[config.mk]
export PLATFORM = sky130hd
export DESIGN_NAME = gpio_ctrl
export DESIGN_NICKNAME = d
export VERILOG_FILES = /design/src/rtl/gpio_ctrl.sv
export SDC_FILE = /design/constraint.sdc
export NUM_CORES = 1
export LEC_CHECK = 0
export CAP_MARGIN = 15
export CORE_MARGIN = 2
export CORE_UTILIZATION = 46
export DETAILED_ROUTE_END_ITERATION = 10
export GPL_TIMING_DRIVEN = 0
export HOLD_SLACK_MARGIN = 0.1
export PLACE_DENSITY = 0.74
export SLEW_MARGIN = 25
export SYNTH_ARGS = -nofsm -noshare
export SYNTH_HDL_FRONTEND = slang
export SYNTH_SLANG_ARGS = --single-unit
[constraint.sdc]
create_clock -name clk -period 1.39 [get_ports clk]
set_clock_uncertainty 0.2 [all_clocks]
set_input_delay 0.2085 -clock clk [delete_from_list [all_inputs] [get_ports clk]]
set_output_delay 0.2085 -clock clk [all_outputs]
set_load 0.02 [all_outputs]
[src/rtl/gpio_ctrl.sv]
// GPIO controller: direction/output registers, synchronized pad readback with
// per-bit programmable edge interrupts, W1C status and a registered irq line.
module gpio_ctrl #(
  parameter int WIDTH = 8
) (
  input  logic             clk,
  input  logic             rst_n,
  input  logic             wr_en,
  input  logic             rd_en,
  input  logic [2:0]       addr,
  input  logic [WIDTH-1:0] wdata,
  output logic [WIDTH-1:0] rdata,
  output logic             rd_valid,
  output logic [WIDTH-1:0] direction,
  output logic [WIDTH-1:0] out_data,
  input  logic [WIDTH-1:0] pin_in,
  output logic             irq
);

  localparam logic [2:0] ADDR_DIR  = 3'd0;
  localparam logic [2:0] ADDR_OUT  = 3'd1;
  localparam logic [2:0] ADDR_IN   = 3'd2;
  localparam logic [2:0] ADDR_IER  = 3'd3;
  localparam logic [2:0] ADDR_ISR  = 3'd4;
  localparam logic [2:0] ADDR_EDGE = 3'd5;

  logic [WIDTH-1:0] dir_r;
  logic [WIDTH-1:0] out_r;
  logic [WIDTH-1:0] ier_r;
  logic [WIDTH-1:0] isr_r;
  logic [WIDTH-1:0] edge_r;
  logic [WIDTH-1:0] sync1_r;
  logic [WIDTH-1:0] sync2_r;
  logic [WIDTH-1:0] prev_r;
  logic [1:0]       prime_r;
  logic [WIDTH-1:0] rdata_r;
  logic             rd_valid_r;
  logic             irq_r;

  logic             primed_s;
  logic [WIDTH-1:0] edge_evt_s;
  logic [WIDTH-1:0] isr_clr_s;
  logic [WIDTH-1:0] isr_nxt_s;
  logic [WIDTH-1:0] rd_mux_s;

  assign direction = dir_r;
  assign out_data  = out_r;
  assign rdata     = rdata_r;
  assign rd_valid  = rd_valid_r;
  assign irq       = irq_r;

  // Edge events on input pins only, gated until the synchronizers hold real pad data
  always_comb begin
    primed_s   = (prime_r == 2'd3);
    edge_evt_s = {WIDTH{1'b0}};
    if (primed_s) begin
      edge_evt_s = ~dir_r & ((edge_r & ~prev_r & sync2_r) |
                             (~edge_r & prev_r & ~sync2_r));
    end else begin
      edge_evt_s = {WIDTH{1'b0}};
    end
  end

  // W1C clear mask and next status; a same-cycle set overrides the clear
  always_comb begin
    isr_clr_s = {WIDTH{1'b0}};
    if (wr_en && (addr == ADDR_ISR)) begin
      isr_clr_s = wdata;
    end else begin
      isr_clr_s = {WIDTH{1'b0}};
    end
    isr_nxt_s = (isr_r & ~isr_clr_s) | edge_evt_s;
  end

  // Read data selection from current (pre-write) register contents
  always_comb begin
    rd_mux_s = {WIDTH{1'b0}};
    case (addr)
      ADDR_DIR:  rd_mux_s = dir_r;
      ADDR_OUT:  rd_mux_s = out_r;
      ADDR_IN:   rd_mux_s = sync2_r;
      ADDR_IER:  rd_mux_s = ier_r;
      ADDR_ISR:  rd_mux_s = isr_r;
      ADDR_EDGE: rd_mux_s = edge_r;
      default:   rd_mux_s = {WIDTH{1'b0}};
    endcase
  end

  // Software-writable configuration registers
  always_ff @(posedge clk or negedge rst_n) begin
    if (!rst_n) begin
      dir_r  <= {WIDTH{1'b0}};
      out_r  <= {WIDTH{1'b0}};
      ier_r  <= {WIDTH{1'b0}};
      edge_r <= {WIDTH{1'b0}};
    end else if (wr_en) begin
      case (addr)
        ADDR_DIR:  dir_r  <= wdata;
        ADDR_OUT:  out_r  <= wdata;
        ADDR_IER:  ier_r  <= wdata;
        ADDR_EDGE: edge_r <= wdata;
        default:   ;
      endcase
    end
  end

  // Pad synchronizer, previous-sample register and saturating prime counter
  always_ff @(posedge clk or negedge rst_n) begin
    if (!rst_n) begin
      sync1_r <= {WIDTH{1'b0}};
      sync2_r <= {WIDTH{1'b0}};
      prev_r  <= {WIDTH{1'b0}};
      prime_r <= 2'd0;
    end else begin
      sync1_r <= pin_in;
      sync2_r <= sync1_r;
      prev_r  <= sync2_r;
      if (prime_r != 2'd3) begin
        prime_r <= prime_r + 2'd1;
      end else begin
        prime_r <= prime_r;
      end
    end
  end

  // Interrupt status and registered request line
  always_ff @(posedge clk or negedge rst_n) begin
    if (!rst_n) begin
      isr_r <= {WIDTH{1'b0}};
      irq_r <= 1'b0;
    end else begin
      isr_r <= isr_nxt_s;
      irq_r <= |(isr_r & ier_r);
    end
  end

  // Read port: one-cycle latency, data held between reads
  always_ff @(posedge clk or negedge rst_n) begin
    if (!rst_n) begin
      rdata_r    <= {WIDTH{1'b0}};
      rd_valid_r <= 1'b0;
    end else begin
      rd_valid_r <= rd_en;
      if (rd_en) begin
        rdata_r <= rd_mux_s;
      end else begin
        rdata_r <= rdata_r;
      end
    end
  end

endmodule

==> results by group <==
Min path
  – Min-delay worst type: in2reg

Critical path
  – Crit-path max FO: 3
  – Endpoint type of the worst setup path: register
  – Worst Setup Start Kind: register
  – Critical Path AT: roughly 1500 ps
  – Worst path required time: 1420 ps
  – CP Class: reg2reg

STA
  – Slew Viols, Final: 0
  – Minimum clock period: 1438 ps
  – Fmax: ~700 MHz
  – Slew @ Worst Pin: 428.4 ps
  – Final setup vio count: 1
  – RSZ-0062 raised after global routing: true
  – Period utilization: 103.4%
  – Slew Limit Headroom: 71.44%
  – Final hold vios: 0
  – Final setup margin: -47.51 ps
  – Hold slack: 131.8 ps

Yosys
  – Cell Area, Synth: 3173 µm²
  – Main synth FF type: dfrtp_1
  – Most frequent cell after synthesis: dfrtp_1
  – Synth Net Count: 292
  – Flops & latches, synth: 76
  – Area leader, netlist: dfrtp_1
  – Cell variety after synth: 37
  – Ys async rst share: 100.0%
  – Sequential-to-total area share from yosys stat: between 50 and 60%
  – Syn avg cell area: 11.84 µm²
  – Synth area leaders: dfrtp_1 60%, mux2_2 9.2%, nand2_1 4.4%
  – Synthesis Warnings: 0
  – Post-synth EDFFs: 0
  – Gate Count Post-Synth: 268
  – Top-area cell type share of the netlist area: approximately 60%
  – Commonest cells post-synth: 76 x dfrtp_1, 37 x nand2_1, 26 x mux2_2

Global route
  – Grt ovf: 0
  – Total Routing Usage GR: 21.13%
  – Global-route wire length before repair: 11860 µm
  – Vias in the first global route: approximately 2300
  – Largest net degree at the start of global routing: 46
  – Initial antenna violation count: 0

Floorplanning
  – Die width: between 80 and 90 µm
  – Initial Util: 47.23%
  – I/O pin count: 49
  – Die H: 87.06 µm
  – FP Rows: 30
  – Core region area: about 6700 µm²
  – Die ar.: 7579 µm²

Drt
  – Vias after detailed routing: between 2000 and 2500
  – Routed via count divided by cell count: between 5 and 6
  – Total iterations of the first detailed-routing run: 4
  – Final WL: 7402 µm
  – Starting DRC count in detailed routing: around 150
  – DRC: 0
  – Final ANT Viol Nets: 0
  – Post-DR wirelength/cell: 17.50 µm

Place
  – Post-DP Area: 3772 µm²
  – Buffers on Ports: 47
  – DP Wirelength: slightly below 5000 µm
  – Final GP Congestion: between 0.8 and 0.9

Status
  – Failing checks: setup timing
  – Status: finished, violations left

Finish
  – Fraction of layout cells with a size suffix above 1: a little under 30%
  – Final nets: 363
  – Fill count: 567
  – Sequential Area: 1904 µm²
  – Design Area, Final: just under 4000 µm²
  – Area of the multi-input gates: 1211 µm²
  – Layout area overhead: 25.32%
  – Antenna cells: 0

Clocking
  – Worst skew pair latency: 340 ps
  – Sink Count: 76
  – Bufs on Longest Clock Path: 2
  – Inserted Clock Buffers: 9
  – Clock Tree Root: clkbuf_8
  – CTS tree: yes
  – CTS H-tree lvls: 3
  – Reg clk slew, reported paths: around 70 ps

Power and ir drop
  – Maximum VDD drop: about 0.00067 V
  – Leak: roughly 1.7 nW
  – Power density cells: 1342 nW/µm²

Flow run
  – Max-cap viol count: 0
==> flip-flops by register name (all words and copies together), names as in the netlist <==
signal,count
direction,8
edge_r,8
ier_r,8
isr_r,8
out_data,8
prev_r,8
rdata,8
sync1_r,8
sync2_r,8
prime_r,2
irq,1
rd_valid,1
==> final timing paths <==
kind                                 startpoint                        to  slack (ps)  cells past startpoint
max                        ier_r[1]$_DFFE_PN0P_      rdata[1]$_DFFE_PN0P_         -50                      3
min                                   pin_in[5]      sync1_r[5]$_DFF_PN0_         130                      1
max reg2reg                ier_r[1]$_DFFE_PN0P_      rdata[1]$_DFFE_PN0P_         -50                      3
min reg2reg                sync1_r[0]$_DFF_PN0_      sync2_r[0]$_DFF_PN0_         150                      0
max in group asynchronous                 rst_n      sync1_r[7]$_DFF_PN0_         280                      3
min in group asynchronous                 rst_n  direction[4]$_DFFE_PN0P_         150                      2
==> layer usage <==
layer,part of all wire (%),global-route usage (%),vias up
li1,-,-,1099
met1,44,29.27,1150
met2,48,32.82,72
met3,5.8,4.076,13
met5,0,0,-
met4,1.7,8.523,0
==> critical path, cell delays in order, from the launching register on <==
cell and delay, ps:
dfrtp_1 400, mux4_2 490, a22oi_2 160, a21oi_1 80
==> repair_timing <==
action	4_1_cts	5_1_grt
resized for setup	115	11
hold endpoints to repair	80	3
pin swaps	2	0
gates cloned	0	0
setup endpoints to repair	75	30
hold buffers	5	3
setup buffers	5	0
==> metrics by stage <==
step / std cells / utilization [%] / worst slack [ps] / setup TNS, ps / total power, mW
after floorplan: 268 / - / -66.95 / -66.95 / 3.460
after global placement: 395 / 55.77 / -2930 / -229420 / 4.000
after detailed placement: 396 / 56.15 / -655.0 / -28370 / 4.046
after CTS: 420 / 59.18 / -53.40 / -95.83 / 5.375
after global routing: 423 / 59.18 / -107.2 / -165.4 / 5.630
final: 423 / 59.18 / -47.51 / -47.51 / 5.337
==> where the power goes <==
part           switching [mW]  internal (mW)
Combinational           0.591          0.526
Clock                   0.745          0.680
Sequential              0.253           2.54
==> cell usage in the layout (no fill, tap or decap), types with 3 or more instances in the layout <==
master	n
inv_1	10
clkbuf_2	4
nor2_4	3
a21oi_1	9
nand2b_1	3
clkbuf_8	10
dlygate4sd3_1	8
clkbuf_1	3
o21ai_0	22
buf_4	9
clkdlybuf4s50_1	17
mux2i_1	6
clkinv_2	3
a22oi_1	8
a31oi_1	3
nor2_1	15
a211oi_1	3
a22o_1	4
buf_6	3
a32o_1	8
buf_2	26
dfrtp_1	74
mux2_2	26
nand2_1	37
==> cell type report <==
| type | instances | area share [%] |
|---|---|---|
| multi-input cells | 170 | 30.46 |
| clock inverters | 3 | 0.3776 |
| clock buffers | 12 | 3.650 |
| inverters | 10 | 0.9440 |
| repair buffers | 61 | 12.08 |
| well taps | 80 | 2.517 |
| flip-flops and latches | 76 | 47.89 |
| plain buffers | 11 | 2.077 |
==> kinds of logic (layout without fill, tap and decap cells) <==
group / Yosys count / in the layout / synth area share, %
xor+xnor: 1 / 1 / 0.2761
compound gates: 65 / 65 / 13.72
flops: 76 / 76 / 59.94
simple gates: 70 / 70 / 10.21
buf+inv: 22 / 97 / 3.628
fa+ha+maj: 1 / 1 / 0.3943
mux: 33 / 33 / 11.83
No activity file was read; power rests on OpenSTA's default activity.
